===== src/rtl/dma_axi_rd_if.sv =====
// dma_axi_rd_if
// AXI4 read-side interface of the DMA. Burst requests from the streamer are
// issued on the AR channel. R beats land in a local FIFO and are replayed to
// the streamer as a valid/ready stream. FIFO space is reserved per burst
// before its AR goes out, so the R channel never sees back-pressure in legal
// operation.

module dma_axi_rd_if #(
    parameter int ADDR_WIDTH = 32,
    parameter int DATA_WIDTH = 32,
    parameter int MAX_OUTSTD = 4,
    parameter int FIFO_DEPTH = 16
) (
    input  logic                  clk,
    input  logic                  rst,
    input  logic                  req_valid_i,
    output logic                  req_ready_o,
    input  logic [ADDR_WIDTH-1:0] req_addr_i,
    input  logic [7:0]            req_alen_i,
    input  logic [2:0]            req_size_i,
    output logic                  axi_arvalid_o,
    input  logic                  axi_arready_i,
    output logic [ADDR_WIDTH-1:0] axi_araddr_o,
    output logic [7:0]            axi_arlen_o,
    output logic [2:0]            axi_arsize_o,
    output logic [1:0]            axi_arburst_o,
    input  logic                  axi_rvalid_i,
    output logic                  axi_rready_o,
    input  logic [DATA_WIDTH-1:0] axi_rdata_i,
    input  logic [1:0]            axi_rresp_i,
    input  logic                  axi_rlast_i,
    output logic                  rd_valid_o,
    input  logic                  rd_ready_i,
    output logic [DATA_WIDTH-1:0] rd_data_o,
    output logic                  rd_last_o,
    input  logic                  err_clr_i,
    output logic                  err_o,
    output logic                  cfg_err_o,
    output logic                  idle_o
);

    localparam int PW = $clog2(FIFO_DEPTH);
    localparam int CW = PW + 1;
    localparam int OW = $clog2(MAX_OUTSTD + 1);

    logic                  ar_valid;
    logic [ADDR_WIDTH-1:0] ar_addr;
    logic [7:0]            ar_len;
    logic [2:0]            ar_size;

    logic [OW-1:0]         outstd;
    logic [CW-1:0]         reserved;
    logic [CW-1:0]         fifo_count;
    logic [PW-1:0]         wr_ptr;
    logic [PW-1:0]         rd_ptr;
    logic [DATA_WIDTH:0]   mem [FIFO_DEPTH];

    logic [8:0]            need_beats;
    logic [31:0]           need32;
    logic [31:0]           used32;
    logic                  oversize;
    logic                  fits;
    logic                  slot_free;
    logic                  req_hs;
    logic                  accept;
    logic                  cfg_set;
    logic                  r_hs;
    logic                  last_hs;
    logic                  pop;
    logic                  err_set;
    logic [CW-1:0]         res_add;
    logic [CW-1:0]         res_sub;

    // Request admission: one AR in the holding register at a time, bounded
    // outstanding bursts, and enough unreserved FIFO space for the whole burst.
    // Oversize bursts can never fit, so they are swallowed and flagged instead.
    always_comb begin
        need_beats  = {1'b0, req_alen_i} + 9'd1;
        need32      = 32'(need_beats);
        used32      = 32'(fifo_count) + 32'(reserved);
        oversize    = need32 > 32'(FIFO_DEPTH);
        fits        = (used32 + need32) <= 32'(FIFO_DEPTH);
        slot_free   = 32'(outstd) < 32'(MAX_OUTSTD);
        req_ready_o = !ar_valid && (oversize || (slot_free && fits));
        req_hs      = req_valid_i && req_ready_o;
        accept      = req_hs && !oversize;
        cfg_set     = req_hs && oversize;
        r_hs        = axi_rvalid_i && axi_rready_o;
        last_hs     = r_hs && axi_rlast_i;
        pop         = rd_valid_o && rd_ready_i;
        err_set     = r_hs && ((axi_rresp_i != 2'b00) || (outstd == '0));
        res_add     = accept ? CW'(need_beats) : '0;
        res_sub     = (r_hs && (reserved != '0)) ? CW'(1) : '0;
    end

    // AR holding register: load on an accepted request, clear once the slave takes it.
    always_ff @(posedge clk) begin
        if (rst) begin
            ar_valid <= 1'b0;
            ar_addr  <= '0;
            ar_len   <= '0;
            ar_size  <= '0;
        end else if (accept) begin
            ar_valid <= 1'b1;
            ar_addr  <= req_addr_i;
            ar_len   <= req_alen_i;
            ar_size  <= req_size_i;
        end else if (ar_valid && axi_arready_i) begin
            ar_valid <= 1'b0;
        end
    end

    // Outstanding-burst and reserved-beat bookkeeping; neither may underflow
    // even if the slave sends beats nobody asked for.
    always_ff @(posedge clk) begin
        if (rst) begin
            outstd   <= '0;
            reserved <= '0;
        end else begin
            case ({accept, last_hs && (outstd != '0)})
                2'b10:   outstd <= outstd + OW'(1);
                2'b01:   outstd <= outstd - OW'(1);
                default: outstd <= outstd;
            endcase
            reserved <= reserved + res_add - res_sub;
        end
    end

    // Read-data FIFO pointers and occupancy; each entry is {rdata, rlast}.
    always_ff @(posedge clk) begin
        if (rst) begin
            wr_ptr     <= '0;
            rd_ptr     <= '0;
            fifo_count <= '0;
        end else begin
            if (r_hs) begin
                wr_ptr <= wr_ptr + PW'(1);
            end
            if (pop) begin
                rd_ptr <= rd_ptr + PW'(1);
            end
            case ({r_hs, pop})
                2'b10:   fifo_count <= fifo_count + CW'(1);
                2'b01:   fifo_count <= fifo_count - CW'(1);
                default: fifo_count <= fifo_count;
            endcase
        end
    end

    // FIFO storage; contents need no reset because occupancy gates the output.
    always_ff @(posedge clk) begin
        if (r_hs) begin
            mem[wr_ptr] <= {axi_rdata_i, axi_rlast_i};
        end
    end

    // Sticky error flags; a new error in the clear cycle takes priority.
    always_ff @(posedge clk) begin
        if (rst) begin
            err_o     <= 1'b0;
            cfg_err_o <= 1'b0;
        end else begin
            if (err_set) begin
                err_o <= 1'b1;
            end else if (err_clr_i) begin
                err_o <= 1'b0;
            end
            if (cfg_set) begin
                cfg_err_o <= 1'b1;
            end else if (err_clr_i) begin
                cfg_err_o <= 1'b0;
            end
        end
    end

    // Output drive: AR from the holding register, stream from the FIFO head.
    always_comb begin
        axi_arvalid_o = ar_valid;
        axi_araddr_o  = ar_addr;
        axi_arlen_o   = ar_len;
        axi_arsize_o  = ar_size;
        axi_arburst_o = 2'b01;
        axi_rready_o  = fifo_count != CW'(FIFO_DEPTH);
        rd_valid_o    = fifo_count != '0;
        rd_data_o     = rd_valid_o ? mem[rd_ptr][DATA_WIDTH:1] : '0;
        rd_last_o     = rd_valid_o ? mem[rd_ptr][0] : 1'b0;
        idle_o        = !ar_valid && (outstd == '0) && (fifo_count == '0);
    end

endmodule


===== config.mk =====
export PLATFORM = sky130hd
export DESIGN_NAME = dma_axi_rd_if
export DESIGN_NICKNAME = d
export VERILOG_FILES = /design/src/rtl/dma_axi_rd_if.sv
export SDC_FILE = /design/constraint.sdc
export NUM_CORES = 1
export LEC_CHECK = 0
export CORE_MARGIN = 4
export CORE_UTILIZATION = 58
export CTS_CLUSTER_DIAMETER = 80
export CTS_CLUSTER_SIZE = 10
export DETAILED_ROUTE_END_ITERATION = 6
export HOLD_SLACK_MARGIN = 0.05
export PLACE_DENSITY = 0.81
export SLEW_MARGIN = 20
export SYNTH_ARGS = -nofsm -noshare
export SYNTH_HDL_FRONTEND = slang
export SYNTH_SLANG_ARGS = --single-unit

===== constraint.sdc =====
create_clock -name clk -period 6.3 [get_ports clk]
set_clock_uncertainty 0.1 [all_clocks]
set_input_delay 1.26 -clock clk [delete_from_list [all_inputs] [get_ports clk]]
set_output_delay 1.26 -clock clk [all_outputs]
set_load 0.01 [all_outputs]

==> run_results.csv, run 1 <==
group,metric,value,unit
status,status,"completed",
worst_setup_path,reg2reg_from,"fifo_count[1]",
logic_synthesis,synth_top_flop_cell,"edfxtp_1",
logic_synthesis,synth_area_per_cell,19.50,sq um
logic_synthesis,synth_edf_count,528,
die,die_w,210.0,um
sta,relSlewSlack,23.24,%
cts,hold_buffers,0,
worst_setup_path,required,4.94,ns
sta,maxSlewViolCount,0,
logic_synthesis,ys_ff_latch,599,
layout,syn_to_final_growth,17.85,%
grt,grt_pass1_wl,82.11,mm
power,clock_power_share,32.4,%
drt,avgRoutedWirePerCell,27.95,um
worst_setup_path,critPathLaunchType,"input pin",
logic_synthesis,synth_cells,1213,
grt,antenna_found_initial,2,
cts,cts_tree,"built",
logic_synthesis,syn_nets,1332,
sta,setup_viol,0,
drt,num_vias,12388,
grt,grt_overflow_total,0,
cts,clk_pin_slew,0.05,ns
worst_setup_path,r2r_slack,1.75,ns
power,p_sw,2.829,mW
drt,antenna_left,0,
drt,viasPerCell,6.363,
place,hpwl,29.37,mm
drt,drt_iter0_drc,1302,
power,p_leak,8.741,nW
drt,wl,54.42,mm
cts,cts_resized,0,
cts,htree_levels,3,
layout,stdcell_count,1947,
drt,drtPass1Iterations,5,
sta,period_share,98.00,%
grt,grt_pass1_vias,12865,
worst_setup_path,reg2reg_to,"reserved[4]",
sta,final.min_clock_period,6.174,ns
logic_synthesis,ys_async_sr_fraction,0,%
power,p_int,7.674,mW
die,pin_count,170,
grt,track_usage,25.12,%
sta,tns,0,ns
cts,insertion_delay,0.57,ns
die,coreArea,0.04001,sq mm
layout,layout-drive-gt1-share,20.62,%
power,combPwrFrac,23.9,%
logic_synthesis,synth-seq-area-share,73.02,%
place,post-place-cells,1862,
worst_setup_path,crit_type,"in2out",
place,place.gp.congestion,0.8532,
power,switching_share,26.93,%
worst_setup_path,reg2regPathDepth,21,
place,io_buffers,167,
sta,finalHoldViolations,0,
worst_setup_path,cp-end-kind,"output port",
power,vdd_ir_drop_max,0.2751,mV
cts,root_buffer,"clkbuf_16",
cts,cts-buffers-inserted,69,
sta,fmax,162.0,MHz
job,drv_cap,0,
worst_setup_path,crit_arrival,4.81,ns
worst_hold_path,worstHoldPathCells,2,
die,die_area,0.04409,sq mm
layout,nNetsFinal,1528,
sta,worst_pin_slew,1.149,ns
drt,drc,0,
logic_synthesis,yosysWarnings,0,
worst_hold_path,hold_path_end,"axi_arlen_o[4]",
die,die_y,210.0,um
worst_setup_path,worst-path-max-fanout,7,
die,initial_core_util,59.14,%
worst_hold_path,min_from,"axi_arlen_o[4]",
logic_synthesis,syn-cell-area,0.02366,sq mm
cts,clockBufferDepth,3,
grt,grt_max_degree,77,
cts,post_cts_buffers,0,
power,pwr_density_cell,376.7,mW/mm^2
power,power_frac_seq,43.7,%
cts,clock_sinks,599,
worst_hold_path,hold_class,"reg2reg",
sta,rsz0062_at_grt,"false",
die,num_rows,73,
logic_synthesis,ys_types,41,
[synthesized netlist by cell type (3+ instances only)]
cell / n / area (sq um)
a21o_1: 3 / 22.52
a21oi_1: 54 / 270.3
a31oi_1: 3 / 18.77
and2_1: 37 / 231.5
and3_1: 4 / 25.02
buf_1: 5 / 18.77
buf_2: 11 / 55.05
buf_6: 9 / 101.4
clkbuf_1: 47 / 176.4
dfxtp_1: 71 / 1421
edfxtp_1: 528 / 15860
fa_1: 9 / 180.2
ha_1: 25 / 312.8
inv_1: 27 / 101.4
mux4_2: 165 / 3716
nand2_1: 13 / 48.80
nand2b_1: 4 / 25.02
nand3_1: 44 / 220.2
nand4_1: 4 / 25.02
nor2_1: 43 / 161.4
nor2b_1: 9 / 56.30
nor3_1: 9 / 45.04
nor3b_1: 4 / 30.03
o21ai_0: 3 / 15.01
o21ai_1: 41 / 205.2
xnor2_1: 6 / 52.55
xor2_1: 13 / 113.9
[cell type report]
cell class              instances  area, sq um
diodes                          1        2.502
clock buffers                  82         1818
repair buffers                199         1963
multi-input cells             511         6038
clock inverters                 1        8.758
inverters                      29        108.9
fillers                      2404        12120
flip-flops and latches        599        17290
well taps                     525        656.9
[state kept, by name, summed over array words and instances, names as in the netlist, named ones only]
register       cells
cfg_err_o          1
axi_arvalid_o      1
reserved           5
axi_araddr_o      32
err_o              1
outstd             3
mem              528
axi_arsize_o       3
wr_ptr             4
axi_arlen_o        8
rd_ptr             4
fifo_count         5
[routing by layer]
| layer | track usage (%) | vias up | wire, um |
|---|---|---|---|
| met5 | 0 | - | 7 |
| met2 | 41.74 | 623 | 27870 |
| met3 | 5.343 | 115 | 4619 |
| met4 | 8.236 | 2 | 1563 |
| met1 | 34.03 | 6408 | 20360 |
| li1 | - | 5240 | - |
[per-stage QoR]
step	total power, mW	hold WS [ns]	cell area [sq um]	utilization [%]	worst slack [ns]
global placement	7.084	0.3655	26020	65.04	0.1522
floorplan	6.208	0.3674	23660	-	0.7175
CTS	10.56	0.3834	27860	69.63	0.1734
global route	10.93	0.4031	27880	69.70	0.0007687
finish	10.50	0.3803	27880	69.70	0.1263
detailed placement	7.160	0.3743	26030	65.07	0.04913
[power groups by stage]
stage          Combinational, mW  Sequential (mW)  Clock [mW]
2_1_floorplan               1.61             4.60           0
5_1_grt                     2.70             4.61        3.62
4_1_cts                     2.52             4.60        3.44
6_report                    2.51             4.59        3.40
3_3_place_gp                2.42             4.66           0
3_5_place_dp                2.49             4.67           0
[logic make-up (layout without fill, tap and decap cells)]
group                    Yosys count  count (layout)  synth area share, %
other                              2               3              0.03174
AND/OR/NAND/NOR                  178             178                3.887
multiplexers                     166             166                15.75
adder cells (fa/ha/maj)           34              34                2.084
buffers and inverters            103             311                2.010
flip-flops                       599             599                73.02
AO/OA/AOI/OAI                    112             112                2.512
XOR/XNOR                          19              19               0.7034
[placed cells by master (no fill, tap or decap), types with 9 or more instances in the layout]
cell type | synthesis | routed
nor2b_1 | 9 | 9
nand3_1 | 44 | 44
mux4_2 | 165 | 165
dfxtp_1 | 71 | 67
buf_4 | 2 | 27
clkbuf_16 | 0 | 71
nor2_1 | 43 | 31
ha_1 | 25 | 25
and2_1 | 37 | 37
clkbuf_1 | 47 | 11
o21ai_1 | 41 | 41
inv_1 | 27 | 27
fa_1 | 9 | 9
edfxtp_1 | 528 | 528
nor2_4 | 0 | 12
xor2_1 | 13 | 13
nand2_1 | 13 | 13
clkdlybuf4s50_1 | 0 | 165
a21oi_1 | 54 | 54
[how the worst max path moves through the flow]
| stage | cells past startpoint | slack [ns] | start | end |
|---|---|---|---|---|
| floorplan | 22 | 0.72 | req_alen_i[0] | reserved[4] |
| global placement | 23 | 0.15 | req_alen_i[0] | reserved[4] |
| detailed placement | 23 | 0.05 | req_alen_i[0] | reserved[4] |
| CTS | 13 | 0.17 | req_alen_i[0] | req_ready_o |
| global route | 13 | 0.0008 | req_alen_i[0] | req_ready_o |
| finish | 13 | 0.13 | req_alen_i[0] | req_ready_o |
[worst max-delay path: stages]
cell             delay [ns]
clkdlybuf4s50_1        0.52
ha_1                   0.38
fa_1                   0.49
ha_1                   0.20
inv_1                  0.08
fa_1                   0.47
xor2_1                 0.25
nand3_1                0.12
o211ai_1               0.11
and3_1                 0.20
nor2_1                 0.05
nor2_1                 0.10
clkdlybuf4s50_1        0.58
No activity file was read; power rests on OpenSTA's default activity.
==> run 2, diff against run 1 <==
- CELL_PAD_IN_SITES_DETAIL_PLACEMENT: not set -> 1
- CELL_PAD_IN_SITES_GLOBAL_PLACEMENT: not set -> 2
- CORE_UTILIZATION: 58 -> 45
- SETUP_SLACK_MARGIN: not set -> 0.1
==> run 2 against run 1 <==
Net effect:
- register-to-register slack lost 0.05 ns
- critical path depth grew 10
- worst hold slack lost 0.0015 ns
- via count shrank 1.9%
- die area grew 28%
- core utilization shrank 15 points
- highest routed layer unchanged
==> run_results.csv, run 2 (synthesis results as in run 1) <==
group,metric,value,unit
sta,fmax,176.3,MHz
power,clock_power_share,33.0,%
power,p_sw,2.930,mW
power,switching_share,27.50,%
sta,fin_ws,0.6269,ns
sta,relSlewSlack,32.43,%
cts,insertion_delay,0.59,ns
drt,drtPass1Iterations,5,
worst_setup_path,crit_type,"in2reg",
sta,maxSlewViolCount,0,
worst_setup_path,reg2reg_to,"reserved[4]",
grt,grt_pass1_vias,13290,
drt,drt_iter0_drc,1044,
die,coreArea,0.05172,sq mm
layout,fin_area,0.02820,sq mm
layout,nNetsFinal,1534,
die,die_y,237.3,um
sta,period_share,90.05,%
layout,multi_input_area,0.006020,sq mm
drt,num_vias,12148,
worst_setup_path,cp-end-kind,"flop",
sta,setup_viol,0,
place,post-place-cells,2021,
worst_setup_path,reg2regPathDepth,21,
layout,final_common_cell,"edfxtp_1",
job,drv_cap,0,
die,die_w,237.3,um
sta,final.min_clock_period,5.673,ns
layout,regArea,0.01729,sq mm
grt,grt_pass1_wl,86.86,mm
cts,hold_buffers,0,
place,place.gp.congestion,0.7973,
worst_setup_path,r2r_slack,1.70,ns
sta,finalHoldViolations,0,
layout,largest_reg_flops,528,
cts,clock_sinks,599,
layout,layout-drive-gt1-share,21.06,%
layout,mostFrequentLayoutCells,"528 x edfxtp_1, 165 x mux4_2, 164 x clkdlybuf4s50_1",
die,num_rows,83,
layout,top_register,"mem",
worst_setup_path,worst-path-max-fanout,3,
power,p_leak,8.816,nW
place,place_ws,-0.05685,ns
drt,viasPerCell,5.741,
power,p_int,7.725,mW
power,combPwrFrac,23.9,%
die,initial_core_util,45.75,%
power,power_frac_seq,43.1,%
drt,drc,0,
cts,cts-buffers-inserted,70,
layout,syn_to_final_growth,19.18,%
worst_hold_path,worstHoldPathCells,2,
grt,grt_overflow_total,0,
cts,cts_tree,"built",
layout,fin_util,54.52,%
sta,worst_pin_slew,1.011,ns
worst_setup_path,required,6.63,ns
sta,tns,0,ns
cts,clockBufferDepth,3,
place,dpl_cell_area,0.02623,sq mm
die,die_area,0.05631,sq mm
grt,track_usage,20.78,%
layout,fill_cells,4602,
cts,htree_levels,3,
power,pwr_density_cell,377.9,mW/mm^2
worst_setup_path,crit_arrival,6.01,ns
worst_hold_path,hold_path_end,"axi_araddr_o[30]",
drt,avgRoutedWirePerCell,27.31,um
cts,root_buffer,"clkbuf_16",
cts,clk_pin_slew,0.06,ns
worst_setup_path,critPathLaunchType,"input pin",
place,hpwl,33.77,mm
place,io_buffers,167,
power,vdd_ir_drop_max,0.2634,mV
cts,post_cts_buffers,0,
drt,wl,57.78,mm
worst_setup_path,reg2reg_from,"fifo_count[1]",
worst_hold_path,hold_class,"reg2reg",
die,pin_count,170,
status,status,"completed",
grt,grt_max_degree,69,
layout,stdcell_count,2116,
drt,antenna_left,0,
grt,antenna_found_initial,5,
worst_hold_path,min_from,"axi_araddr_o[30]",
sta,rsz0062_at_grt,"false",
==> run 2: stage by stage <==
stage | total power, mW | hold slack [ns]
global placement | 7.213 | 0.3654
global route | 11.18 | 0.3929
finish | 10.66 | 0.3788
floorplan | 6.208 | 0.3674
CTS | 10.79 | 0.3812
detailed placement | 7.259 | 0.3727
==> run 2: what timing repair did <==
| item | 4_1_cts | 5_1_grt |
|---|---|---|
| endpoints found under the setup margin | 0 | 1 |
| resized for setup | 0 | 2 |
| endpoints found under the hold margin | 0 | 0 |
==> run 2: area by class of cell <==
cell class	instances	share of cell area (%)
tap	680	3.017
multi-input combinational	511	21.35
inverter	29	0.3860
sequential	599	61.32
clock inverter	6	0.3417
clock buffer	85	6.412
timing repair buffer	204	7.162
antenna	2	0.01775
==> run 2: power groups by stage <==
stage                     Combinational (mW)  Sequential, mW  Clock (mW)
final                                   2.55            4.60        3.51
after global routing                    2.78            4.62        3.78
after CTS                               2.59            4.60        3.59
after detailed placement                2.57            4.68           0
after global placement                  2.54            4.68           0
after floorplan                         1.61            4.60           0
==> run 2: critical path, stage by stage <==
cell and delay [ns]:
clkdlybuf4s50_1 0.46, ha_1 0.35, fa_1 0.49, ha_1 0.19
inv_1 0.07, fa_1 0.46, nor2b_1 0.17, nand4b_1 0.11
o22ai_1 0.17, nand3_1 0.12, nor2_1 0.20, nand2_1 0.10
ha_1 0.30, inv_1 0.06, ha_1 0.17, inv_1 0.07
fa_1 0.45, nor2b_1 0.17, o21a_1 0.14, nor2_1 0.05
xnor2_1 0.17, nand4_1 0.11, nor3b_1 0.16
==> run 2: worst max-delay path by stage <==
| stage | slack (ns) | from | to | cells past startpoint |
|---|---|---|---|---|
| 6_report | 0.63 | req_alen_i[0] | reserved[4] | 23 |
| 5_1_grt | 0.18 | req_alen_i[0] | reserved[4] | 23 |
| 4_1_cts | 0.17 | req_alen_i[1] | req_ready_o | 12 |
| 3_5_place_dp | -0.06 | req_alen_i[1] | reserved[4] | 23 |
| 3_3_place_gp | 0.08 | req_alen_i[1] | reserved[4] | 22 |
| 2_1_floorplan | 0.72 | req_alen_i[0] | reserved[4] | 22 |
==> run 2: routing by layer <==
| metal | track usage (%) | wire length [um] |
|---|---|---|
| met1 | 26.59 | 23000 |
| met2 | 36.59 | 30280 |
| met3 | 4.165 | 3018 |
| met4 | 5.591 | 1441 |
| met5 | 0 | 39 |
